<file path="config.mk">
export PLATFORM = sky130hd
export DESIGN_NAME = cdf_lut_builder
export DESIGN_NICKNAME = d
export VERILOG_FILES = /design/src/rtl/cdf_lut_builder_pkg.sv /design/src/rtl/cdf_lut_builder_seq_divider.sv /design/src/rtl/cdf_lut_builder.sv
export SDC_FILE = /design/constraint.sdc
export NUM_CORES = 1
export LEC_CHECK = 0
export CAP_MARGIN = 20
export CORE_MARGIN = 1.5
export CORE_UTILIZATION = 45
export DETAILED_ROUTE_END_ITERATION = 12
export PLACE_DENSITY_LB_ADDON = 0.12
export SLEW_MARGIN = 0
export SYNTH_ARGS = -nofsm -noshare
export SYNTH_HDL_FRONTEND = slang
export SYNTH_SLANG_ARGS = --single-unit
</file>
<file path="constraint.sdc">
create_clock -name clock -period 16.2 [get_ports clock]
set_input_delay 1.62 -clock clock [delete_from_list [all_inputs] [get_ports clock]]
set_output_delay 1.62 -clock clock [all_outputs]
set_load 0.01 [all_outputs]
</file>
<file path="src/rtl/cdf_lut_builder_pkg.sv">
// Shared constants, state encoding and helpers for the CDF-based equalisation LUT builder.
package cdf_lut_builder_pkg;

  localparam int NUM_BINS  = 256;
  localparam int MAX_LEVEL = 255;
  localparam int ADDR_W    = 17;
  localparam int SUM_W     = 17;
  localparam int NUM_W     = 25;

  typedef enum logic [2:0] {
    IDLE,
    PASS1,
    PASS2_RD,
    DIV,
    WRITE,
    FINISH
  } state_t;

  // Quotients above the top grey level saturate at MAX_LEVEL.
  function automatic logic [7:0] clamp_level(input logic [NUM_W-1:0] q);
    return (q > NUM_W'(MAX_LEVEL)) ? 8'(MAX_LEVEL) : q[7:0];
  endfunction

endpackage

</file>
<file path="src/rtl/cdf_lut_builder_seq_divider.sv">
// Restoring divider (25-bit dividend / 17-bit divisor) producing one quotient bit per cycle.
module seq_divider
  import cdf_lut_builder_pkg::*;
(
  input  logic             clock,
  input  logic             reset,
  input  logic             start,
  input  logic [NUM_W-1:0] dividend,
  input  logic [SUM_W-1:0] divisor,
  output logic [NUM_W-1:0] quotient,
  output logic             done
);

  logic [SUM_W-1:0] rem;
  logic [SUM_W-1:0] den;
  logic [NUM_W-1:0] quo;
  logic [4:0]       count;
  logic             active;
  logic [SUM_W:0]   shifted;
  logic [SUM_W:0]   trial;

  // A clear sign bit on the trial subtraction means the divisor fits.
  always_comb begin
    shifted = {rem, quo[NUM_W-1]};
    trial   = shifted - {1'b0, den};
  end

  always_ff @(posedge clock) begin
    if (reset) begin
      rem    <= '0;
      den    <= '0;
      quo    <= '0;
      count  <= '0;
      active <= 1'b0;
      done   <= 1'b0;
    end else begin
      done <= 1'b0;
      if (start) begin
        rem    <= '0;
        quo    <= dividend;
        den    <= divisor;
        count  <= 5'(NUM_W - 1);
        active <= 1'b1;
      end else if (active) begin
        if (!trial[SUM_W]) begin
          rem <= trial[SUM_W-1:0];
          quo <= {quo[NUM_W-2:0], 1'b1};
        end else begin
          rem <= shifted[SUM_W-1:0];
          quo <= {quo[NUM_W-2:0], 1'b0};
        end
        if (count == 5'd0) begin
          active <= 1'b0;
          done   <= 1'b1;
        end else begin
          count <= count - 5'd1;
        end
      end
    end
  end

  assign quotient = quo;

endmodule

</file>
<file path="src/rtl/cdf_lut_builder.sv">
// Builds a 256-entry histogram-equalisation LUT from a histogram in scratch memory.
// Define CDF_ROUND_EN to round the scaled CDF to nearest instead of truncating.
module cdf_lut_builder
  import cdf_lut_builder_pkg::*;
#(
  parameter logic [ADDR_W-1:0] HIST_BASE = 17'd0,
  parameter logic [ADDR_W-1:0] LUT_BASE  = 17'd256
) (
  input  logic              clock,
  input  logic              reset,
  input  logic              start,
  output logic [ADDR_W-1:0] scratch_addr,
  output logic              scratch_rd_en,
  input  logic [31:0]       scratch_rdata,
  output logic              scratch_wr_en,
  output logic [31:0]       scratch_wdata,
  output logic              busy,
  output logic              done
);

  state_t           state;
  logic             rd_valid;
  logic [8:0]       issue_idx;
  logic [7:0]       recv_idx;
  logic [SUM_W-1:0] run_sum;
  logic [SUM_W-1:0] cdf;
  logic [SUM_W-1:0] cdf_min;
  logic             min_found;
  logic [SUM_W-1:0] total;
  logic [7:0]       k;

  logic [SUM_W-1:0] bin_val;
  logic [SUM_W-1:0] p1_sum;
  logic [SUM_W-1:0] p2_cdf;
  logic [SUM_W-1:0] den;
  logic [SUM_W-1:0] diff;
  logic [NUM_W-1:0] num;
  logic             div_start;
  logic             div_done;
  logic [NUM_W-1:0] div_quotient;
  logic             unused_rdata_hi;

  assign bin_val         = scratch_rdata[SUM_W-1:0];
  assign unused_rdata_hi = ^scratch_rdata[31:SUM_W];

  always_comb begin
    p1_sum = run_sum + bin_val;
    p2_cdf = cdf + bin_val;
    den    = total - cdf_min;
    diff   = (p2_cdf >= cdf_min) ? (p2_cdf - cdf_min) : '0;
`ifdef CDF_ROUND_EN
    num    = ({8'd0, diff} * NUM_W'(MAX_LEVEL)) + {9'd0, den[SUM_W-1:1]};
`else
    num    = {8'd0, diff} * NUM_W'(MAX_LEVEL);
`endif
  end

  // The divider is launched in the same cycle the re-read bin arrives.
  assign div_start = (state == PASS2_RD) && rd_valid && (den != '0);

  seq_divider u_div (
    .clock    (clock),
    .reset    (reset),
    .start    (div_start),
    .dividend (num),
    .divisor  (den),
    .quotient (div_quotient),
    .done     (div_done)
  );

  always_ff @(posedge clock) begin
    if (reset) begin
      state         <= IDLE;
      busy          <= 1'b0;
      done          <= 1'b0;
      scratch_rd_en <= 1'b0;
      scratch_wr_en <= 1'b0;
      scratch_addr  <= '0;
      scratch_wdata <= '0;
      rd_valid      <= 1'b0;
      issue_idx     <= '0;
      recv_idx      <= '0;
      run_sum       <= '0;
      cdf           <= '0;
      cdf_min       <= '0;
      min_found     <= 1'b0;
      total         <= '0;
      k             <= '0;
    end else begin
      rd_valid <= scratch_rd_en;
      done     <= 1'b0;
      case (state)
        IDLE: begin
          if (start) begin
            state         <= PASS1;
            busy          <= 1'b1;
            scratch_addr  <= HIST_BASE;
            scratch_rd_en <= 1'b1;
            issue_idx     <= 9'd1;
            recv_idx      <= '0;
            run_sum       <= '0;
            cdf           <= '0;
            cdf_min       <= '0;
            min_found     <= 1'b0;
            total         <= '0;
            k             <= '0;
          end
        end

        // Reads are issued every cycle; each one returns a cycle later via rd_valid.
        PASS1: begin
          if (!issue_idx[8]) begin
            scratch_addr <= HIST_BASE + {8'd0, issue_idx};
            issue_idx    <= issue_idx + 9'd1;
          end else begin
            scratch_rd_en <= 1'b0;
          end
          if (rd_valid) begin
            run_sum  <= p1_sum;
            recv_idx <= recv_idx + 8'd1;
            if (!min_found && (p1_sum != '0)) begin
              cdf_min   <= p1_sum;
              min_found <= 1'b1;
            end
            if (recv_idx == 8'd255) begin
              total         <= p1_sum;
              state         <= PASS2_RD;
              scratch_addr  <= HIST_BASE;
              scratch_rd_en <= 1'b1;
              k             <= '0;
              cdf           <= '0;
            end
          end
        end

        PASS2_RD: begin
          scratch_rd_en <= 1'b0;
          if (rd_valid) begin
            cdf <= p2_cdf;
            if (den == '0) begin
              state         <= WRITE;
              scratch_wr_en <= 1'b1;
              scratch_addr  <= LUT_BASE + {9'd0, k};
              scratch_wdata <= {24'd0, k};
            end else begin
              state <= DIV;
            end
          end
        end

        DIV: begin
          if (div_done) begin
            state         <= WRITE;
            scratch_wr_en <= 1'b1;
            scratch_addr  <= LUT_BASE + {9'd0, k};
            scratch_wdata <= {24'd0, clamp_level(div_quotient)};
          end
        end

        WRITE: begin
          scratch_wr_en <= 1'b0;
          if (k == 8'd255) begin
            state <= FINISH;
            done  <= 1'b1;
          end else begin
            k             <= k + 8'd1;
            scratch_addr  <= HIST_BASE + {9'd0, k} + 17'd1;
            scratch_rd_en <= 1'b1;
            state         <= PASS2_RD;
          end
        end

        FINISH: begin
          busy  <= 1'b0;
          state <= IDLE;
        end

        default: state <= IDLE;
      endcase
    end
  end

endmodule

</file>
Word level (Yosys, flattened, before mapping)
Index checks and enable logic that the tools add are counted.

Register bits: 217. Input bits: 35. Output and inout bits: 53. Word-level logic and storage cells: 166.

Add/subtract/negate cells: 11. Multipliers: 1. $lt $le $gt $ge: 2. Eq/ne operators: 17. Mux-type cells: 72. Bitwise gates (word level): 3. Reduce and logical (&&, ||, !) cells: 36.

Operators with widths (number): 2-to-1 mux 17 bit (18); case mux 17 bit (2 select lines) (3); 2-to-1 mux 32 bit (3); case mux 17 bit (5 select lines) (1); case mux 32 bit (2 select lines) (1); case mux 17 bit (3 select lines) (1); 2-to-1 mux 25 bit (2); 2-to-1 mux 8 bit (6); adder 17 bit (2); nonzero test 17 bit (2); subtractor 17 bit (2); > comparator 25 x 8 -> 1 bit, second input constant (1); multiplier 17 x 8 -> 25 bit, second input constant (1); case mux 8 bit (3 select lines) (1); 2-to-1 mux 3 bit (7); 2-to-1 mux 9 bit (2); case mux 9 bit (2 select lines) (1); subtractor 18 x 17 -> 18 bit (1); greater-or-equal comparator 17 bit (1); zero test 17 bit (1); 2-to-1 mux 1 bit (17); adder 8 x 1 -> 8 bit, second input constant (2); equality test 8 bit, second input constant (2); != test 2 bit, second input constant (8); 30 further kinds (56).

Logic depth before layout (Yosys ltp)
Word-level depth: 6. Mapped depth: 40. Gate-level depth less buffers: 39.

By module
Synthesis repeated with hierarchy kept, for this count alone.

Cells, all modules: 2067. Area total of the unflattened synthesis: 16623.4 um^2.

By module, submodules not included: cdf_lut_builder (times used 1, cells each 1565, area an instance 12508.2 um^2, sequential area each 2542.4 um^2); seq_divider (times used 1, cells each 502, area an instance 4115.2 um^2, sequential area each 1321.3 um^2).

Worst setup path before layout
Ideal clock, no wire load.

Kind: input -> register. Start point: input scratch_rdata[0]. End point: register u_div.quo[24] (netlist: u_div.quotient[24]). Setup time: 0.146 ns. Data arrival time: 9.718 ns. Required time: 16.054 ns. Slack: 6.336 ns. Cell stages on the path: 38. Path buffers: 1. Path through: ha_1 -> inv_1 -> fa_1 -> nor2b_1 -> o21ai_0 -> a21boi_0 -> o21a_1 -> a21o_1 -> a31oi_1 -> xnor2_1 -> ha_1 -> and4_1 -> nand2_1 -> nor4_1 -> or3b_2 -> o31ai_1 -> a21oi_1 -> clkbuf_1 -> [... 2 more ...] -> fa_1 -> inv_1 -> fa_1 -> inv_1 -> fa_1 -> inv_1 -> fa_1 -> inv_1 -> ha_1 -> a21o_1 -> a21o_1 -> a32oi_1 -> o21ai_0 -> nor4_1 -> o21ai_0 -> or3b_2 -> a21oi_1 -> a211oi_1.

Word-level cells in the longest chain between the ends: 5. Elaborated cells on any way between the ends: 6. Those cells by class: add/sub: 2; mul: 1; order compare: 1; mux: 2.

RTL lines: start: declaration (RTL line cdf_lut_builder.sv:14) `input logic [31:0] scratch_rdata,`; adder 17 bit (*) (RTL line cdf_lut_builder.sv:48) `p2_cdf = cdf + bin_val;`; subtractor 17 bit / greater-or-equal comparator 17 bit (equally long branches) (RTL line cdf_lut_builder.sv:50) `diff = (p2_cdf >= cdf_min) ? (p2_cdf - cdf_min) : '0;`; 2-to-1 mux 17 bit (*) (RTL line cdf_lut_builder.sv:50); multiplier 17 x 8 -> 25 bit (*) (RTL line cdf_lut_builder.sv:54) `num = {8'd0, diff} * NUM_W'(MAX_LEVEL);`; 2-to-1 mux 25 bit (*) (RTL line cdf_lut_builder_seq_divider.sv:38) `if (start) begin`; end signal: assignment (RTL line cdf_lut_builder_seq_divider.sv:40) `quo <= dividend;`; end signal: assignment (RTL line cdf_lut_builder_seq_divider.sv:47) `quo <= {quo[NUM_W-2:0], 1'b1};`; end signal: assignment (RTL line cdf_lut_builder_seq_divider.sv:50) `quo <= {quo[NUM_W-2:0], 1'b0};`; end: declaration (RTL line cdf_lut_builder_seq_divider.sv:16) `logic [NUM_W-1:0] quo;`.

Mark *: on every way between the ends. The rest lies on a longest branch, timed or not. A chain may end at the register's enable or synchronous reset.

Worst setup path after layout
Ends and elaborated chain as after synthesis.

==> impl_metrics.ini <==
[outcome]
outcome = complete, no violations

[clock_tree]
clock-root-buffer = clkbuf_16
cts_hold_buf = 0
clock_path_buffers = 2
htreeDepth = 4
cts_sinks = 193
post-cts-setup-buffers = 0
cts_tree = done
clkTransAtPathRegs_ps = 80
clock_latency_ps = 460
ctsResizeCount = 0
cts_buffers = 17

[worst_hold_path]
hp-start = total[0]
whs_path_depth = 2
min_path_type = reg -> reg
min_delay_worst_endpoint = total[0]

[global_routing]
antenna_found_initial = 0
grt_first_pass_wirelength_um = 61640
grt-ovfl-total = 0
grt_usage = 0.2116
grt_pass1_vias = 11900
grt_max_degree = 78

[pwr]
ir_worst_vdd_v = 0.0004602
combPwrFrac = 0.766
p_int_mw = 2.085
p_leak_nw = 7.272
seqPwrFrac = 0.126
p_switching_mw = 2.025
pwr-share-clk = 0.108
powerDensity_nw_per_um2 = 239.2
swShare = 0.4927

[final_layout]
final_common_cell = nor2_1
design_area_um2 = 17180
final_cell_mix = nor2_1 (205), inv_1 (193), dfxtp_1 (192), nand2_1 (151), ha_1 (136)
layoutNonFillerInstCount = 2392
syn_to_final_growth_pct = 8.521
fin_util = 0.4961
drive_above_1_share = 0.05266
diodes = 0
num-nets-final = 2167

[setup_path]
max_stage_delay_ps = 620
cp_max_fo = 22
reg2reg_depth = 37
worstSetupStartpointType = primary input
setup.worst_path.end_class = flop
r2r_slack_ps = 6190
crit_type = in -> reg
arrival_ps = 11660
slowest_stage = fa_1
worstReg2RegStart = cdf[0]
reg2reg_to = u_div.quotient[24]
worstPathRequired_ps = 16500

[route]
post-route-drc-count = 0
post_drt_wl_per_cell_um = 15.90
wl_um = 38040
drtPass1Iterations = 5
initialDrtViolationCount = 753
vias_per_cell = 5.476
vias = 13100
drtAntennaViolNets = 0

[sta]
finalClockSkew_ps = 12.10
slew-limit-headroom = 0.3027
max_freq_mhz = 87.99
final_hold_viol_count = 0
final-setup-viol-count = 0
timing.final.crit_share = 0.7015
fin_crit_ps = 11360
fin_setup_tns_ps = 0
grt_setup_unrepaired = no
maxSlewViolCount = 0
fin_ws_ps = 4836
tightest_slew_ps = 1042

[floorplanning]
dieWidth_um = 190.6
die_h_um = 190.6
initial_core_util = 0.4571
rows = 68
num_io_pins = 88
die-area_um2 = 36310
coreArea_um2 = 34630

[logic_synthesis]
synthFlopType = dfxtp_1
netlist_instances = 1915
synth_edf_count = 0
ys_seq_elements = 193
yosysWarnings = 0
synthArstFlopShare = 0
synth_area_per_cell_um2 = 8.266
syn_area_um2 = 15830
yosysUniqueCellTypes = 77
ys_seq_area_frac = 0.2441

[placed_design]
dp_slack_ps = 4453
dp_hpwl_um = 29580
io_buffer_count = 48
gp_congestion = 0.8467
dp.cells = 2360
placed_area_um2 = 16570

[flow_run]
drv_cap = 0
==> cell type report <==
| class | count | area (µm²) |
|---|---|---|
| clock inverters | 15 | 182.7 |
| flip-flops and latches | 193 | 3865 |
| repair buffers | 60 | 568.0 |
| inverters | 194 | 728.2 |
| fillers | 3384 | 17450 |
| multi-input cells | 1458 | 10840 |
| well taps | 455 | 569.3 |
| clock buffers | 17 | 425.4 |
==> power groups by stage <==
stage / sequential [mW] / combinational (mW) / clock, mW
floorplan: 0.520 / 2.60 / 0
global placement: 0.527 / 3.14 / 0
detailed placement: 0.528 / 3.17 / 0
CTS: 0.517 / 3.20 / 0.454
global route: 0.520 / 3.63 / 0.473
finish: 0.517 / 3.15 / 0.443
==> state kept, by name, indices dropped and copies added (netlist names) <==
signal          count
cdf                17
scratch_wdata       8
u_div.count         5
scratch_rd_en       1
run_sum            17
u_div.quotient     25
min_found           1
total              17
k                   8
scratch_wr_en       1
u_div.done          1
issue_idx           9
u_div.rem          17
u_div.den          17
done                1
recv_idx            8
state               3
scratch_addr       17
busy                1
u_div.active        1
rd_valid            1
cdf_min            17
==> cells in the mapped netlist (all sizes together), types with 16 or more instances <==
library cell	number	area [µm²]
o21ai	75	386.6
and3	18	112.6
dfxtp	193	3864
a22oi	17	127.6
a211oi	62	555.5
o211ai	16	133.9
fa	72	1441
nand2	151	566.8
nand3	30	150.1
mux2i	63	630.6
a21o	33	247.7
nor3	27	146.4
clkbuf	51	191.4
xor2	37	324.1
o21a	27	202.7
nor2	205	769.5
a31oi	17	112.6
and2	31	193.9
nor2b	20	125.1
ha	136	1702
inv	193	724.4
a21oi	126	630.6
xnor2	61	534.3
buf	42	312.8
==> stage by stage <==
stage,hold slack (ps),power [mW]
floorplan,431.8,3.124
CTS,460.9,4.167
finish,461.1,4.110
global route,479.8,4.622
detailed placement,444.5,3.699
global placement,440.9,3.672
==> logic make-up (layout without fill, tap and decap cells) <==
logic type                 after synthesis  in the layout  synth area share
muxes                                   71             71           0.04553
buffers and inverters                  287            286           0.07785
and+or+nand+nor                        580            580            0.1725
AOI/OAI and AO/OA                      476            476            0.2064
other                                    1             24         0.0002369
DFF                                    193            193            0.2441
adders and majority gates              209            209            0.1992
xor gates and xnor gates                98             98           0.05422
==> worst max-delay path: cells and delay by family <==
family / cells / cell delay (ps)
xor gates and xnor gates: 1 / 180
AOI/OAI and AO/OA: 14 / 2570
adders and majority gates: 8 / 3480
and+or+nand+nor: 8 / 2680
buffers and inverters: 7 / 1150
==> per-layer routing <==
layer,wire (µm),track usage,share of wire
met1,18940,0.3015,0.50
met2,17130,0.3285,0.45
met3,1369,0.03625,0.036
met4,605,0.05724,0.016
met5,0,0,0
==> how the worst max path moves through the flow <==
stage	startpoint	end	slack [ps]	depth (start not counted)
6_report	scratch_rdata[0]	u_div.quotient[24]	4840	38
5_1_grt	scratch_rdata[0]	u_div.quotient[24]	4190	38
4_1_cts	scratch_rdata[0]	u_div.quotient[24]	4890	38
3_5_place_dp	scratch_rdata[0]	u_div.quotient[24]	4450	38
3_3_place_gp	scratch_rdata[0]	u_div.quotient[24]	4510	38
2_1_floorplan	scratch_rdata[0]	u_div.quotient[24]	6340	38
Note: power is estimated with default switching activity, not from simulation.
